<file path="config.mk">
export PLATFORM = sky130hd
export DESIGN_NAME = led_matrix_scan_ctrl_flat
export DESIGN_NICKNAME = d
export VERILOG_FILES = /design/src/rtl/led_matrix_pkg.sv /design/src/rtl/led_matrix_scan_ctrl_if.sv /design/src/rtl/led_matrix_scan_ctrl_scan_timer.sv /design/src/rtl/led_matrix_scan_ctrl.sv /design/src/flat_wrapper.sv
export SDC_FILE = /design/constraint.sdc
export NUM_CORES = 1
export LEC_CHECK = 0
export BUFFER_PORTS_ARGS = -buffer_cell sky130_fd_sc_hd__buf_2
export CAP_MARGIN = 20
export CORE_UTILIZATION = 45
export DETAILED_ROUTE_END_ITERATION = 7
export GPL_TIMING_DRIVEN = 1
export MAX_ROUTING_LAYER = met4
export PLACE_DENSITY = 0.68
export RECOVER_POWER = 50
export SKIP_LAST_GASP = 1
export SLEW_MARGIN = 20
export SYNTH_ARGS = -nofsm -noshare
export SYNTH_HDL_FRONTEND = slang
export SYNTH_SLANG_ARGS = --single-unit
</file>
<file path="constraint.sdc">
create_clock -name clk_in -period 2.82 [get_ports clk_in]
set_input_delay 0.564 -clock clk_in [delete_from_list [all_inputs] [get_ports clk_in]]
set_output_delay 0.564 -clock clk_in [all_outputs]
set_load 0.01 [all_outputs]
</file>
<file path="src/rtl/led_matrix_pkg.sv">
// Shared definitions for the LED matrix scan controller.
//   ROWS_DEF / COLS_DEF : default matrix geometry
//   idx_w()             : row/column index width for a given dimension
//   scan_state_e        : row scan FSM encoding (blanking gap, row drive)
package led_matrix_pkg;

  localparam int ROWS_DEF = 8;
  localparam int COLS_DEF = 8;

  // Width of an index into n items; never narrower than one bit.
  function automatic int idx_w(input int n);
    return (n > 1) ? $clog2(n) : 1;
  endfunction

  typedef enum logic {
    ST_BLANK = 1'b0,
    ST_DRIVE = 1'b1
  } scan_state_e;

endpackage

</file>
<file path="src/rtl/led_matrix_scan_ctrl_if.sv">
// Pixel write / frame control port between game logic and the scan controller.
//   wr_valid, wr_row, wr_col, wr_data : pixel write request (game logic -> ctrl)
//   wr_ready                          : write accepted when wr_valid & wr_ready
//   clear_req                         : one-cycle pulse, clears back buffer
//   commit                            : one-cycle pulse, request back->front swap
//   commit_pending                    : swap requested but not yet applied
interface led_matrix_scan_ctrl_if #(
  parameter int ROWS    = led_matrix_pkg::ROWS_DEF,
  parameter int COLUMNS = led_matrix_pkg::COLS_DEF
);
  import led_matrix_pkg::*;

  logic                       wr_valid;
  logic                       wr_ready;
  logic [idx_w(ROWS)-1:0]     wr_row;
  logic [idx_w(COLUMNS)-1:0]  wr_col;
  logic                       wr_data;
  logic                       clear_req;
  logic                       commit;
  logic                       commit_pending;

  modport master (
    output wr_valid, wr_row, wr_col, wr_data, clear_req, commit,
    input  wr_ready, commit_pending
  );

  modport slave (
    input  wr_valid, wr_row, wr_col, wr_data, clear_req, commit,
    output wr_ready, commit_pending
  );

endinterface

</file>
<file path="src/rtl/led_matrix_scan_ctrl_scan_timer.sv">
// Loadable down-counter shared by the blanking and dwell intervals.
//   clk_in, rst_n : clock, asynchronous active-low reset
//   clr           : force count to zero (scan disabled)
//   load/load_val : start an interval of load_val+1 cycles
//   done          : terminal count (count == 0), last cycle of the interval
module scan_timer #(
  parameter int W = 8
) (
  input  logic         clk_in,
  input  logic         rst_n,
  input  logic         clr,
  input  logic         load,
  input  logic [W-1:0] load_val,
  output logic         done
);

  logic [W-1:0] cnt_q;

  always_ff @(posedge clk_in or negedge rst_n) begin
    if (!rst_n) begin
      cnt_q <= '0;
    end else if (clr) begin
      cnt_q <= '0;
    end else if (load) begin
      cnt_q <= load_val;
    end else if (cnt_q != '0) begin
      cnt_q <= cnt_q - W'(1);
    end
  end

  assign done = (cnt_q == '0);

endmodule

</file>
<file path="src/rtl/led_matrix_scan_ctrl.sv">
// Row-multiplexing scan controller for an LED matrix with a double-buffered
// frame. Game logic writes pixels into the back buffer; a commit copies the
// back buffer into the displayed front buffer at the next frame boundary, so
// a frame is never shown half-updated. Each row is preceded by an all-off
// blanking gap to suppress ghosting.
//   clk_in, rst_n : clock, asynchronous active-low reset (clears both buffers)
//   scan_en       : scanning enable; low blanks outputs and restarts at row 0
//   wr            : pixel write / clear / commit port (slave side)
//   row_out       : one-hot row drive (registered)
//   col_out       : column data of the driven row (registered)
//   frame_start   : one-cycle pulse on the first blanking cycle of row 0
module led_matrix_scan_ctrl #(
  parameter int ROWS    = led_matrix_pkg::ROWS_DEF,
  parameter int COLUMNS = led_matrix_pkg::COLS_DEF,
  parameter int DWELL   = 1000,
  parameter int BLANK   = 16
) (
  input  logic                  clk_in,
  input  logic                  rst_n,
  input  logic                  scan_en,
  led_matrix_scan_ctrl_if.slave wr,
  output logic [ROWS-1:0]       row_out,
  output logic [COLUMNS-1:0]    col_out,
  output logic                  frame_start
);
  import led_matrix_pkg::*;

  localparam int RW   = idx_w(ROWS);
  localparam int TMAX = (DWELL > BLANK) ? DWELL : BLANK;
  localparam int CW   = $clog2(TMAX + 1);

  localparam logic [CW-1:0] DWELL_LD = CW'(DWELL - 1);
  localparam logic [CW-1:0] BLANK_LD = CW'(BLANK - 1);
  localparam logic [RW-1:0] LAST_ROW = RW'(ROWS - 1);

  scan_state_e               state_q, state_d;
  logic [RW-1:0]             row_q, row_d;
  logic                      run_q, run_d;
  logic                      tmr_clr, tmr_load, tmr_done;
  logic [CW-1:0]             tmr_val;
  logic                      fs_d;
  logic                      wrap;
  logic                      swap;
  logic                      wr_fire;
  logic                      pend_q;
  logic [ROWS*COLUMNS-1:0]   back_q, front_q;
  logic [ROWS-1:0]           row_sel;
  logic [COLUMNS-1:0]        col_sel;

  scan_timer #(.W(CW)) u_timer (
    .clk_in   (clk_in),
    .rst_n    (rst_n),
    .clr      (tmr_clr),
    .load     (tmr_load),
    .load_val (tmr_val),
    .done     (tmr_done)
  );

  // run_q distinguishes "held idle by scan_en" from "scanning": the first
  // enabled cycle starts a full blanking interval for row 0 with frame_start.
  always_comb begin
    state_d  = state_q;
    row_d    = row_q;
    run_d    = run_q;
    tmr_clr  = 1'b0;
    tmr_load = 1'b0;
    tmr_val  = BLANK_LD;
    fs_d     = 1'b0;
    wrap     = 1'b0;
    if (!scan_en) begin
      state_d = ST_BLANK;
      row_d   = '0;
      run_d   = 1'b0;
      tmr_clr = 1'b1;
    end else if (!run_q) begin
      state_d  = ST_BLANK;
      row_d    = '0;
      run_d    = 1'b1;
      tmr_load = 1'b1;
      tmr_val  = BLANK_LD;
      fs_d     = 1'b1;
    end else if (tmr_done) begin
      tmr_load = 1'b1;
      if (state_q == ST_BLANK) begin
        state_d = ST_DRIVE;
        tmr_val = DWELL_LD;
      end else begin
        state_d = ST_BLANK;
        tmr_val = BLANK_LD;
        if (row_q == LAST_ROW) begin
          row_d = '0;
          wrap  = 1'b1;
          fs_d  = 1'b1;
        end else begin
          row_d = row_q + RW'(1);
        end
      end
    end
  end

  always_ff @(posedge clk_in or negedge rst_n) begin
    if (!rst_n) begin
      state_q <= ST_BLANK;
      row_q   <= '0;
      run_q   <= 1'b0;
    end else begin
      state_q <= state_d;
      row_q   <= row_d;
      run_q   <= run_d;
    end
  end

  // Outputs are registered from the next-state values so they line up with
  // state_q. The front buffer never changes on an edge entering DRIVE, so the
  // current front contents are the ones displayed for the whole dwell.
  always_comb begin
    row_sel = ROWS'(1) << row_d;
    col_sel = '0;
    for (int r = 0; r < ROWS; r++) begin
      if (row_d == RW'(r)) col_sel = front_q[r*COLUMNS +: COLUMNS];
    end
  end

  always_ff @(posedge clk_in or negedge rst_n) begin
    if (!rst_n) begin
      row_out     <= '0;
      col_out     <= '0;
      frame_start <= 1'b0;
    end else begin
      row_out     <= (state_d == ST_DRIVE) ? row_sel : '0;
      col_out     <= (state_d == ST_DRIVE) ? col_sel : '0;
      frame_start <= fs_d;
    end
  end

  assign wr.wr_ready       = ~wr.clear_req;
  assign wr.commit_pending = pend_q;
  assign wr_fire           = wr.wr_valid & wr.wr_ready;
  assign swap              = wrap & pend_q;

  // The swap reads back_q as registered, so a write or clear in the boundary
  // cycle only reaches the back buffer. A commit in that cycle re-arms the
  // pending flag after it is cleared, holding it for the next boundary.
  // Out-of-range indices match no cell and are silently dropped.
  always_ff @(posedge clk_in or negedge rst_n) begin
    if (!rst_n) begin
      back_q  <= '0;
      front_q <= '0;
      pend_q  <= 1'b0;
    end else begin
      if (swap) begin
        front_q <= back_q;
        pend_q  <= 1'b0;
      end
      if (wr.commit) pend_q <= 1'b1;
      if (wr.clear_req) begin
        back_q <= '0;
      end else if (wr_fire) begin
        for (int i = 0; i < ROWS*COLUMNS; i++) begin
          if (int'(wr.wr_row) == i / COLUMNS && int'(wr.wr_col) == i % COLUMNS)
            back_q[i] <= wr.wr_data;
        end
      end
    end
  end

endmodule

</file>
<file path="src/flat_wrapper.sv">
// flat-port wrapper written by rule: the top's interface ports become plain ports
module led_matrix_scan_ctrl_flat import led_matrix_pkg::*;
#(
  parameter int ROWS    = led_matrix_pkg::ROWS_DEF,
  parameter int COLUMNS = led_matrix_pkg::COLS_DEF,
  parameter int DWELL   = 1000,
  parameter int BLANK   = 16
)
  (clk_in, rst_n, scan_en, row_out, col_out, frame_start, wr_wr_valid, wr_wr_row, wr_wr_col, wr_wr_data, wr_clear_req, wr_commit, wr_wr_ready, wr_commit_pending);
  led_matrix_scan_ctrl_if #(.ROWS(ROWS), .COLUMNS(COLUMNS)) wr_i ();
  input  logic clk_in;
  input  logic rst_n;
  input  logic scan_en;
  output logic [ROWS-1:0] row_out;
  output logic [COLUMNS-1:0] col_out;
  output logic frame_start;
  input wire logic [$bits(wr_i.wr_valid)-1:0] wr_wr_valid;
  input wire logic [$bits(wr_i.wr_row)-1:0] wr_wr_row;
  input wire logic [$bits(wr_i.wr_col)-1:0] wr_wr_col;
  input wire logic [$bits(wr_i.wr_data)-1:0] wr_wr_data;
  input wire logic [$bits(wr_i.clear_req)-1:0] wr_clear_req;
  input wire logic [$bits(wr_i.commit)-1:0] wr_commit;
  output wire logic [$bits(wr_i.wr_ready)-1:0] wr_wr_ready;
  output wire logic [$bits(wr_i.commit_pending)-1:0] wr_commit_pending;
  assign wr_i.wr_valid = wr_wr_valid;
  assign wr_i.wr_row = wr_wr_row;
  assign wr_i.wr_col = wr_wr_col;
  assign wr_i.wr_data = wr_wr_data;
  assign wr_i.clear_req = wr_clear_req;
  assign wr_i.commit = wr_commit;
  assign wr_wr_ready = wr_i.wr_ready;
  assign wr_commit_pending = wr_i.commit_pending;
  led_matrix_scan_ctrl #(.ROWS(ROWS), .COLUMNS(COLUMNS), .DWELL(DWELL), .BLANK(BLANK)) u_core (.clk_in(clk_in), .rst_n(rst_n), .scan_en(scan_en), .wr(wr_i), .row_out(row_out), .col_out(col_out), .frame_start(frame_start));
endmodule
</file>
==> results of run 1 <==
placed cells by master (no fill, tap or decap), drive strengths merged, types with 13 or more instances in the layout:
master / n
nor3: 19
mux2i: 13
dfrtp: 161
nand2: 44
a21oi: 69
mux2: 67
nand3: 72
clkbuf: 29
o21ai: 83
nand2b: 14
inv: 18
nor2: 17
buf: 50
power groups by stage:
stage / clock [W] / combinational [W] / sequential (W)
after detailed placement: 0 / 0.000270 / 0.00239
after CTS: 0.00232 / 0.000270 / 0.00235
after floorplan: 0 / 0.000147 / 0.00238
final: 0.00230 / 0.000269 / 0.00235
after global placement: 0 / 0.000258 / 0.00239
after global routing: 0.00243 / 0.000295 / 0.00235
flip-flops by register name, indices dropped and copies added, names as in the netlist:
register	cells
u_core.wr.commit_pending	1
u_core.u_timer.cnt_q	10
u_core.back_q	64
u_core.col_out	8
u_core.front_q	64
u_core.state_q	1
u_core.row_q	3
u_core.run_q	1
u_core.row_out	8
u_core.frame_start	1
worst max-delay path: cells and delay by family, from the launching register on:
family | cells | cell delay [ns]
flops | 1 | 0.44
compound gates | 3 | 0.76
buf+inv | 2 | 0.36
simple gates | 3 | 1.06
worst max path at each step:
stage	start	to	slack [ns]	cells past startpoint
floorplan	u_core.u_timer.cnt_q[5]$_DFFE_PN0P_	u_core.col_out[5]$_DFF_PN0_	0.38	9
global placement	u_core.u_timer.cnt_q[5]$_DFFE_PN0P_	u_core.col_out[5]$_DFF_PN0_	0.28	7
global route	u_core.u_timer.cnt_q[4]$_DFFE_PN0P_	u_core.col_out[1]$_DFF_PN0_	-0.007	8
CTS	u_core.u_timer.cnt_q[5]$_DFFE_PN0P_	u_core.col_out[1]$_DFF_PN0_	0.06	7
finish	u_core.u_timer.cnt_q[4]$_DFFE_PN0P_	u_core.col_out[0]$_DFF_PN0_	0.1	8
detailed placement	u_core.u_timer.cnt_q[5]$_DFFE_PN0P_	u_core.col_out[1]$_DFF_PN0_	0.08	7
cell type report:
| class | count | share of cell area |
|---|---|---|
| inverter | 20 | 0.009063 |
| tap | 220 | 0.03165 |
| clock buffer | 20 | 0.05136 |
| clock inverter | 11 | 0.01597 |
| multi-input combinational | 501 | 0.3821 |
| timing repair buffer | 59 | 0.04661 |
| sequential | 161 | 0.4632 |
cell usage after synthesis, types with 6 or more instances:
cell,n,area (um2)
buf_6,8,90.09
nand3_1,72,360.4
a32oi_1,8,70.07
mux2i_1,13,130.1
inv_1,18,67.56
nor4_1,6,37.54
mux2_2,57,641.9
dfrtp_1,161,4029
nand2b_1,14,87.58
nand2_1,43,161.4
xnor2_1,6,52.55
nor2_1,17,63.81
mux2_1,10,112.6
o21ai_0,77,385.4
a311o_1,6,60.06
nor3_1,19,95.09
a21oi_1,68,340.3
o211ai_1,6,45.04
a211o_1,6,52.55
nor4b_1,6,52.55
o221ai_1,6,52.55
clkbuf_1,32,120.1
o21ai_1,6,30.03
cells by family (layout without fill, tap and decap cells):
logic type,count (synthesis),after routing,share of synthesized area
buffers and inverters,70,110,0.04557
xor gates and xnor gates,6,6,0.006835
AOI/OAI and AO/OA,199,199,0.1510
muxes,80,80,0.1151
DFF,161,161,0.5240
adders and majority gates,5,5,0.008137
and+or+nand+nor,211,211,0.1494
per-stage QoR:
| step | hold slack, ns | TNS [ns] | setup WS (ns) | std cells | total power, W |
|---|---|---|---|---|---|
| after floorplan | 0.2684 | 0 | 0.3793 | 732 | 0.002532 |
| after global placement | 0.4620 | 0 | 0.2835 | 959 | 0.002646 |
| after detailed placement | 0.4798 | 0 | 0.07960 | 959 | 0.002659 |
| after CTS | 0.1778 | 0 | 0.06256 | 990 | 0.004942 |
| after global routing | 0.3293 | -0.01346 | -0.007442 | 992 | 0.005077 |
| final | 0.3181 | 0 | 0.09929 | 992 | 0.004921 |
layer usage:
metal	part of all wire	vias up	track usage	wire length [um]
li1	-	2710	-	-
met1	0.43	3062	0.3374	9030
met2	0.46	317	0.3702	9547
met3	0.083	51	0.06590	1732
met4	0.026	0	0.09770	539
met5	0	-	-	0
timing repair:
| item | in CTS | in global routing |
|---|---|---|
| endpoints found under the setup margin | 0 | 6 |
| buffers inserted | 0 | 2 |
| gates resized for setup | 0 | 6 |
==> impl_results.md, run 1 <==
* Clk Latency, worst-skew pair at between 0.4 and 0.5 ns
* Final Cell Area at between 8000 and 9000 um2
* VDD IR max at around 0.4 mV
* NetSw at 0.001120 W
* CTS Buf Count at 17
* Post-Syn Instances at about 730
* Post-synth EDFFs at 0
* Drt via density at about 6.2
* Seq cells post-synth at about 160
* Status: finished with violations
* Antenna Nets Post-Route at 0
* Hold_sp: wr_commit
* Largest fanout on the critical path at 18
* HPWL Detailed at ~14000 um
* Storage element area at 4029 um2
* Sw frac at 0.2275
* Effective utilization at floorplan at 0.4620
* Setup crit start kind: flip-flop
* Cell Area, Synth at approximately 7700 um2
* Via count at roughly 6000
* H-Tree Level Count at 4
* Height of the die at around 130 um
* Unrepaired setup endpoints after global routing: yes
* R2r startpoint: u_core.u_timer.cnt_q[4]$_DFFE_PN0P_
* Ys flop type: dfrtp_1
* Hold WC Path Type: in -> reg
* # nets final at between 700 and 800
* Hold-fix buffers, CTS at 0
* Clk sinks at around 160
* Final Setup Violations at 0
* Syn nets at 750
* Async SR Flop Fraction at 1.000
* Initial antenna violation count at 0
* Sequential area share after synthesis at 0.5240
* Reg power frac at 0.477
* Critical path capture point type: flip-flop
* Hold Path Stages at 2
* Clock power share at 0.468
* Area Overhead vs Synth at 13.12%
* Tot GR Track Use at 0.2534
* Fmax achieved at around 370 MHz
* CP max stage delay at ~0.6 ns
* Clk buf depth at 2
* P_leak at between 3 and 4 nW
* Core area at between 15000 and 20000 um2
* Combinational group share of total power at 0.055
* R2r setup slk at roughly 0.099 ns
* Die Footprint at 17610 um2
* Worst EP required at ~3.2 ns
* Multi-input gate area at 3323 um2
* Internal power at between 0.003 and 0.004 W
* Reg2Reg Depth at 8
* Pins Over Slew Limit at 76
* Synth cell types at 57
* Worst rel slew slack at -0.2392
* WL/cell at roughly 21 um
* Drt initial violations at 723
* Failing checks: max-capacitance violations, max-slew violations
* Largest net degree at the start of global routing at 76
* Final Core Density at 0.5226
* Slowest-stage cell, CP: or4_4
* Hold Vio Cnt, Final at 0
* Root Buffer: clkbuf_16
* Syn Area/Cell at 10.50 um2
* Worst hold endpoint: u_core.wr.commit_pending$_DFFE_PN0P_
* WP data arrival at approximately 3.1 ns
* Fill count at approximately 1400
* Synth warn at 0
* Num ports at 32
* Final wirelength at 20850 um
* Minimum clock period at between 2 and 3 ns
* Worst Tran Pin Value at between 1.5 and 2 ns
* DRT Pass-1 Iters at 6
* Placement row count at 47
* I/O Buffers at 31
* Worst r2r dst: u_core.col_out[0]$_DFF_PN0_
* Fraction of layout cells with a size suffix above 1 at 0.2008
* Vias in the first global route at ~6000
* Overflow after GRT at 0
* Setup CP Type: reg -> reg
* N_diodes at 0
* First-pass GRT wire length at between 30000 and 40000 um
* Clock Skews at slightly below 0.008 ns
* Post-route DRC at 0
* Die W at between 100 and 150 um
* Final period util at 0.9648
* Pwr Density at around 570 nW/um2
* Max-cap violations at 1
* GPL Wtd Cong at between 0.9 and 1
* Clock transition at the registers of the reported paths at approximately 0.06 ns
* CTS tree: done
* Placement Cell Area at approximately 8100 um2
* CP cell instances: or4_4, nor4b_4, buf_4, o22a_4, buf_12, nand2_1, a311o_1, o21ai_1
(Power assumes the default switching activity.)
==> run 2, diff against run 1 <==
==> constraint.sdc (replaced) <==
create_clock -name clk_in -period 2.82 [get_ports clk_in]
set_input_delay 0.141 -clock clk_in [delete_from_list [all_inputs] [get_ports clk_in]]
set_output_delay 0.141 -clock clk_in [all_outputs]
set_load 0.01 [all_outputs]
==> run 2 against run 1 <==
Compared with the run above: core utilization decreased by 0.53 points; the flow still finishes with violations (max-capacitance violations, max-slew violations); sequential power about the same; largest cell class unchanged; sequential share of layout area increased by 0.48 points.
==> impl_results.md, run 2 (same netlist as run 1, synthesis figures left out) <==
* Post-CTS Setup Bufs at 0 (unchanged)
* Final wirelength at 19750 um (-5.3%)
* R2r startpoint: u_core.u_timer.cnt_q[5]$_DFFE_PN0P_
* Clk sinks at 161 (unchanged)
* Worst Tran Pin Value at 2.646 ns (+0.7867 ns)
* Unrepaired setup endpoints after global routing: no
* H-Tree Level Count at 4 (unchanged)
* Clock Skews at 0.01096 ns (+0.003145 ns)
* I/O Buffers at 31 (unchanged)
* Final period util at 0.9513 (-0.01349)
* Worst hold endpoint: u_core.back_q[26]$_DFFE_PN0P_
* Pwr Density at 561.4 nW/um2 (-0.78%)
* CTS Buf Count at 17 (unchanged)
* Clk buf depth at 2 (unchanged)
* Overflow after GRT at 0 (unchanged)
* Clock transition at the registers of the reported paths at 0.06 ns (about the same)
* TNS Setup at 0 ns (unchanged)
* Num ports at 32 (unchanged)
* Placement row count at 47 (unchanged)
* Fmax achieved at 372.8 MHz (+1.4%)
* Sw frac at 0.2215 (-0.006018)
* Drt via density at 6.043 (-2.4%)
* Root Buffer: clkbuf_16
* Hold WC Path Type: in -> reg
* Fill count at 1463 (+1.1%)
* Placed cell count at 954 (-0.52%)
* VDD IR max at 0.3894 mV (-2.7%)
* Fraction of layout cells with a size suffix above 1 at 0.1630 (-0.03780)
* Reg2Reg Depth at 8 (unchanged)
* Worst EP required at 3.17 ns (about the same)
* Max-cap violations at 3 (+2)
* Top Registers: u_core.back_q (64), u_core.front_q (64), u_core.u_timer.cnt_q (10)
* CTS tree: done
* Failing checks: max-capacitance violations, max-slew violations
* Die W at 132.7 um (unchanged)
* Tot GR Track Use at 0.2451 (-0.008319)
* Final Setup Violations at 0 (unchanged)
* Setup crit start kind: flip-flop
* Vias in the first global route at 5735 (-2.8%)
* WP data arrival at 3.04 ns (-0.02 ns)
* Worst r2r dst: u_core.col_out[7]$_DFF_PN0_
* Area Overhead vs Synth at 11.96%
* DRT Pass-1 Iters at 5 (-1)
* Combinational group share of total power at 0.054 (about the same)
* Clock power share at 0.460 (-0.008)
* WL/cell at 20.01 um (-4.8%)
* # nets final at 774 (-0.51%)
* Status: finished with violations
* Most common cell after layout, fill and taps aside: dfrtp_1
* Core area at 16640 um2 (unchanged)
* NetSw at 0.001071 W (-4.4%)
* GPL Wtd Cong at 0.8662 (-13%)
* Largest net degree at the start of global routing at 79 (+3.9%)
* P_leak at 3.727 nW (-2.8%)
* Antenna Nets Post-Route at 0 (unchanged)
* Initial antenna violation count at 0 (unchanged)
* Largest fanout on the critical path at 10 (-8)
* Hold WS at 0.3336 ns (+0.01559 ns)
* Drt initial violations at 731 (+1.1%)
* Clk Latency, worst-skew pair at 0.43 ns (about the same)
* Hold_sp: wr_wr_col[2]
* Hold Vio Cnt, Final at 0 (unchanged)
* Setup CP Type: reg -> reg
* Pins Over Slew Limit at 177 (+130%)
* Worst rel slew slack at -0.7637 (-0.5245)
* First-pass GRT wire length at 31660 um (-3.2%)
* Minimum clock period at 2.683 ns (-0.03805 ns)
* Height of the die at 132.7 um (unchanged)
* N_diodes at 0 (unchanged)
* Hold Path Stages at 5 (+3)
* Critical path capture point type: flip-flop
* Effective utilization at floorplan at 0.4620 (unchanged)
* Post-route DRC at 0 (unchanged)
* Internal power at 0.003762 W (-1.0%)
* R2r setup slk at 0.14 ns (+0.04 ns)
* Die Footprint at 17610 um2 (unchanged)
* Commonest non-fill, non-tap cells in the layout: dfrtp_1, o21ai_0, nand3_1
* Via count at 5964 (-2.9%)
* Post-route insts no fill at 987 (-0.50%)
* Reg power frac at 0.486 (+0.009)
* HPWL Detailed at 13900 um (-3.4%)
==> run 2: cell count changes in the layout (fill, tap and decap cells not counted), moves of 2 or more <==
cell and delta:
clkbuf_1 +20, buf_2 -18, clkinv_2 -3, clkinvlp_4 -3, dlygate4sd3_1 +3, buf_4 -2
clkbuf_2 -2, clkbuf_8 +2
==> run 2: repair_timing <==
item	in CTS	in global routing
hold buffers	3	0
setup endpoints to repair	0	2
resized for setup	0	2
endpoints found under the hold margin	76	0
==> run 2: worst max-delay path: stages (launching register included) <==
cell and delay, ns:
dfrtp_1 0.43, or4_4 0.61, nor3b_4 0.28, ha_1 0.29
nand2b_1 0.24, clkinv_1 0.21, o41ai_1 0.11, a211oi_1 0.25
o21a_1 0.18
==> run 2: power groups by stage <==
stage	sequential [W]	clock [W]	combinational [W]
after floorplan	0.00238	0	0.000147
after global routing	0.00235	0.00235	0.000291
after global placement	0.00239	0	0.000252
after CTS	0.00235	0.00225	0.000266
final	0.00235	0.00222	0.000263
after detailed placement	0.00239	0	0.000262
==> run 2: layer usage <==
metal	up-vias	track usage	wire, um
li1	2704	-	-
met1	2906	0.3326	8765
met2	289	0.3415	8677
met3	65	0.05211	1466
met4	0	0.1341	838
met5	-	-	0
==> run 2: how the worst max path moves through the flow <==
stage	startpoint	end	slack (ns)	cells after the start
after detailed placement	u_core.u_timer.cnt_q[5]$_DFFE_PN0P_	u_core.col_out[0]$_DFF_PN0_	0.16	7
after floorplan	u_core.u_timer.cnt_q[5]$_DFFE_PN0P_	u_core.col_out[5]$_DFF_PN0_	0.38	9
after CTS	u_core.u_timer.cnt_q[5]$_DFFE_PN0P_	u_core.col_out[0]$_DFF_PN0_	0.14	7
after global routing	u_core.u_timer.cnt_q[5]$_DFFE_PN0P_	u_core.col_out[7]$_DFF_PN0_	0.003	8
final	u_core.u_timer.cnt_q[5]$_DFFE_PN0P_	u_core.col_out[7]$_DFF_PN0_	0.14	8
after global placement	u_core.u_timer.cnt_q[5]$_DFFE_PN0P_	u_core.col_out[6]$_DFF_PN0_	0.19	8
==> run 2: layout make-up <==
type                    count  area, um2  area share
flip-flops and latches    161       4029      0.4680
well taps                 220      275.3     0.03198
repair buffers             55      352.8     0.04099
clock buffers              25      485.5     0.05640
clock inverters             5      78.83    0.009157
multi-input cells         501       3312      0.3847
inverters                  20      75.07    0.008721
==> run 2: stage by stage <==
| step | worst slack (ns) | utilization | instance area (um2) | total power [W] |
|---|---|---|---|---|
| after global routing | 0.002947 | 0.5173 | 8608 | 0.004994 |
| after detailed placement | 0.1607 | 0.4834 | 8045 | 0.002651 |
| final | 0.1373 | 0.5173 | 8608 | 0.004833 |
| after CTS | 0.1397 | 0.5191 | 8640 | 0.004866 |
| after floorplan | 0.3793 | - | 7689 | 0.002532 |
| after global placement | 0.1948 | 0.4834 | 8045 | 0.002639 |
==> run 3, diff against run 2 <==
--- a/config.mk
+++ b/config.mk
@@ -7,11 +7,11 @@
 export LEC_CHECK = 0
 export BUFFER_PORTS_ARGS = -buffer_cell sky130_fd_sc_hd__buf_2
 export CAP_MARGIN = 20
-export CORE_UTILIZATION = 45
+export CORE_UTILIZATION = 26
 export DETAILED_ROUTE_END_ITERATION = 7
 export GPL_TIMING_DRIVEN = 1
 export MAX_ROUTING_LAYER = met4
-export PLACE_DENSITY = 0.68
+export PLACE_DENSITY = 0.47
 export RECOVER_POWER = 50
 export SKIP_LAST_GASP = 1
 export SLEW_MARGIN = 20
==> run 3 against run 2 <==
Compared with the run above: non-clock buffer count is 15 higher; power is 2.5% higher; sequential power hardly changed; the flow now finishes without violations; sequential cell count stayed put; register-to-register slack better by 0.02 ns.
==> impl_results.md, run 3 (same netlist as run 1, synthesis figures left out) <==
* I/O Buffers at 31 (unchanged)
* Fmax achieved at 375.3 MHz (+0.68%)
* Placement Cell Area at 8361 um2 (+3.9%)
* Height of the die at 174.0 um (+31%)
* Placement row count at 62 (+32%)
* Root Buffer: clkbuf_16
* Clk sinks at 161 (unchanged)
* Post-route DRC at 0 (unchanged)
* Via count at 5955 (-0.15%)
* Final period util at 0.9448 (-0.006462)
* Setup crit start kind: flip-flop
* R2r setup slk at 0.16 ns (+0.02 ns)
* HPWL Detailed at 15940 um (+15%)
* Clk Latency, worst-skew pair at 0.42 ns (about the same)
* Effective utilization at floorplan at 0.2657 (-0.1963)
* P_leak at 3.870 nW (+3.8%)
* WL/cell at 19.79 um (-1.1%)
* Minimum clock period at 2.664 ns (-0.01822 ns)
* Core area at 28940 um2 (+74%)
* Vias in the first global route at 5808 (+1.3%)
* Worst EP required at 3.12 ns (-0.05 ns)
* DRT Pass-1 Iters at 5 (unchanged)
* Initial antenna violation count at 0 (unchanged)
* Area Overhead vs Synth at 17.04%
* Critical path capture point type: flip-flop
* Clock transition at the registers of the reported paths at 0.07 ns (about the same)
* Largest fanout on the critical path at 8 (-2)
* Pwr Density at 550.4 nW/um2 (-2.0%)
* # nets final at 789 (+1.9%)
* Die Footprint at 30260 um2 (+72%)
* H-Tree Level Count at 4 (unchanged)
* Top Registers: u_core.back_q (64), u_core.front_q (64), u_core.u_timer.cnt_q (10)
* Worst rel slew slack at 0.3493 (+1.113)
* Unrepaired setup endpoints after global routing: yes
* WP data arrival at 2.96 ns (-0.08 ns)
* Drt via density at 5.094 (-16%)
* Overflow after GRT at 0 (unchanged)
* Die W at 174.0 um (+31%)
* Pins Over Slew Limit at 0 (-100%)
* Most common cell after layout, fill and taps aside: dfrtp_1
* Setup CP Type: reg -> reg
* Antenna Nets Post-Route at 0 (unchanged)
* Hold Vio Cnt, Final at 0 (unchanged)
* Drt initial violations at 521 (-29%)
* Worst Tran Pin Value at 0.9725 ns (-1.673 ns)
* Final Cell Area at 8999 um2 (+4.5%)
* Final Setup Violations at 0 (unchanged)
* CTS Buf Count at 17 (unchanged)
* VDD IR max at 0.4012 mV (+3.0%)
* Num ports at 32 (unchanged)
* Status: completed
* Hold WC Path Type: in -> reg
* CTS tree: done
* Commonest non-fill, non-tap cells in the layout: dfrtp_1, o21ai_0, nand3_1
* Fill count at 2961 (+100%)
* Final wirelength at 23140 um (+17%)
* Largest net degree at the start of global routing at 67 (-15%)
* Clk buf depth at 2 (unchanged)
* Hold WS at 0.2085 ns (-0.1252 ns)
* Fraction of layout cells with a size suffix above 1 at 0.2181 (+0.05514)
* Max-cap violations at 0 (-3)
* Tot GR Track Use at 0.1623 (-0.08282)
* Clock Skews at 0.01007 ns (-0.0008959 ns)
* GPL Wtd Cong at 0.8512 (-1.7%)
* First-pass GRT wire length at 36060 um (+14%)
-- run 3: worst paths after layout --
path	startpoint	endpoint	depth (start not counted)
hold reg to reg	u_core.back_q[57]$_DFFE_PN0P_	u_core.front_q[57]$_DFFE_PN0P_	1
setup reg to reg	u_core.u_timer.cnt_q[5]$_DFFE_PN0P_	u_core.col_out[1]$_DFF_PN0_	7
hold / removal	wr_wr_data	u_core.back_q[21]$_DFFE_PN0P_	3
max in group asynchronous	rst_n	u_core.back_q[18]$_DFFE_PN0P_	3
setup / recovery	u_core.u_timer.cnt_q[5]$_DFFE_PN0P_	u_core.col_out[1]$_DFF_PN0_	7
min in group asynchronous	rst_n	u_core.frame_start$_DFF_PN0_	2
-- run 3: per-layer routing --
| layer | global-route usage | part of all wire | vias up |
|---|---|---|---|
| li1 | - | - | 2762 |
| met5 | - | 0 | - |
| met4 | 0.05007 | 0.018 | 0 |
| met2 | 0.2207 | 0.42 | 197 |
| met3 | 0.02865 | 0.050 | 39 |
| met1 | 0.2410 | 0.51 | 2957 |
-- run 3: report_power, final --
part           leakage, nW  internal [W]  total [W]  switching, W
Sequential            2.23       0.00233    0.00234     0.0000170
Clock                0.269       0.00133    0.00232      0.000986
Combinational         1.37     0.0000856   0.000291      0.000205
Total                 3.87       0.00374    0.00495       0.00121
-- run 3: critical path: stages, from the launching register on --
cell	delay, ns
dfrtp_1	0.42
or4_4	0.61
nor4b_4	0.42
mux2i_2	0.35
buf_4	0.21
o211ai_1	0.16
a32oi_1	0.24
o21ai_1	0.11
-- run 3: through the flow --
| step | std cells | util | power (W) | setup WS, ns | setup TNS, ns |
|---|---|---|---|---|---|
| 2_1_floorplan | 732 | - | 0.002532 | 0.3793 | 0 |
| 3_3_place_gp | 1132 | 0.2888 | 0.002677 | 0.1701 | 0 |
| 3_5_place_dp | 1132 | 0.2889 | 0.002677 | 0.04198 | 0 |
| 4_1_cts | 1167 | 0.3100 | 0.005008 | 0.01145 | 0 |
| 5_1_grt | 1168 | 0.3109 | 0.005128 | -0.01945 | -0.03692 |
| 6_report | 1169 | 0.3110 | 0.004953 | 0.1556 | 0 |
-- run 3: timing repair --
action | in CTS | in global routing
endpoints found under the hold margin | 64 | 0
gates resized for setup | 0 | 4
hold buffers | 3 | 0
setup buffers | 0 | 1
endpoints found under the setup margin | 0 | 7
-- run 3: area by class of cell --
type	count	area [um2]	share of cell area
timing repair buffer	70	486.7	0.05409
antenna	1	2.502	0.0002781
tap	384	480.5	0.05339
inverter	20	75.07	0.008343
sequential	161	4029	0.4477
clock buffer	20	446.7	0.04964
clock inverter	12	133.9	0.01488
multi-input combinational	501	3344	0.3717
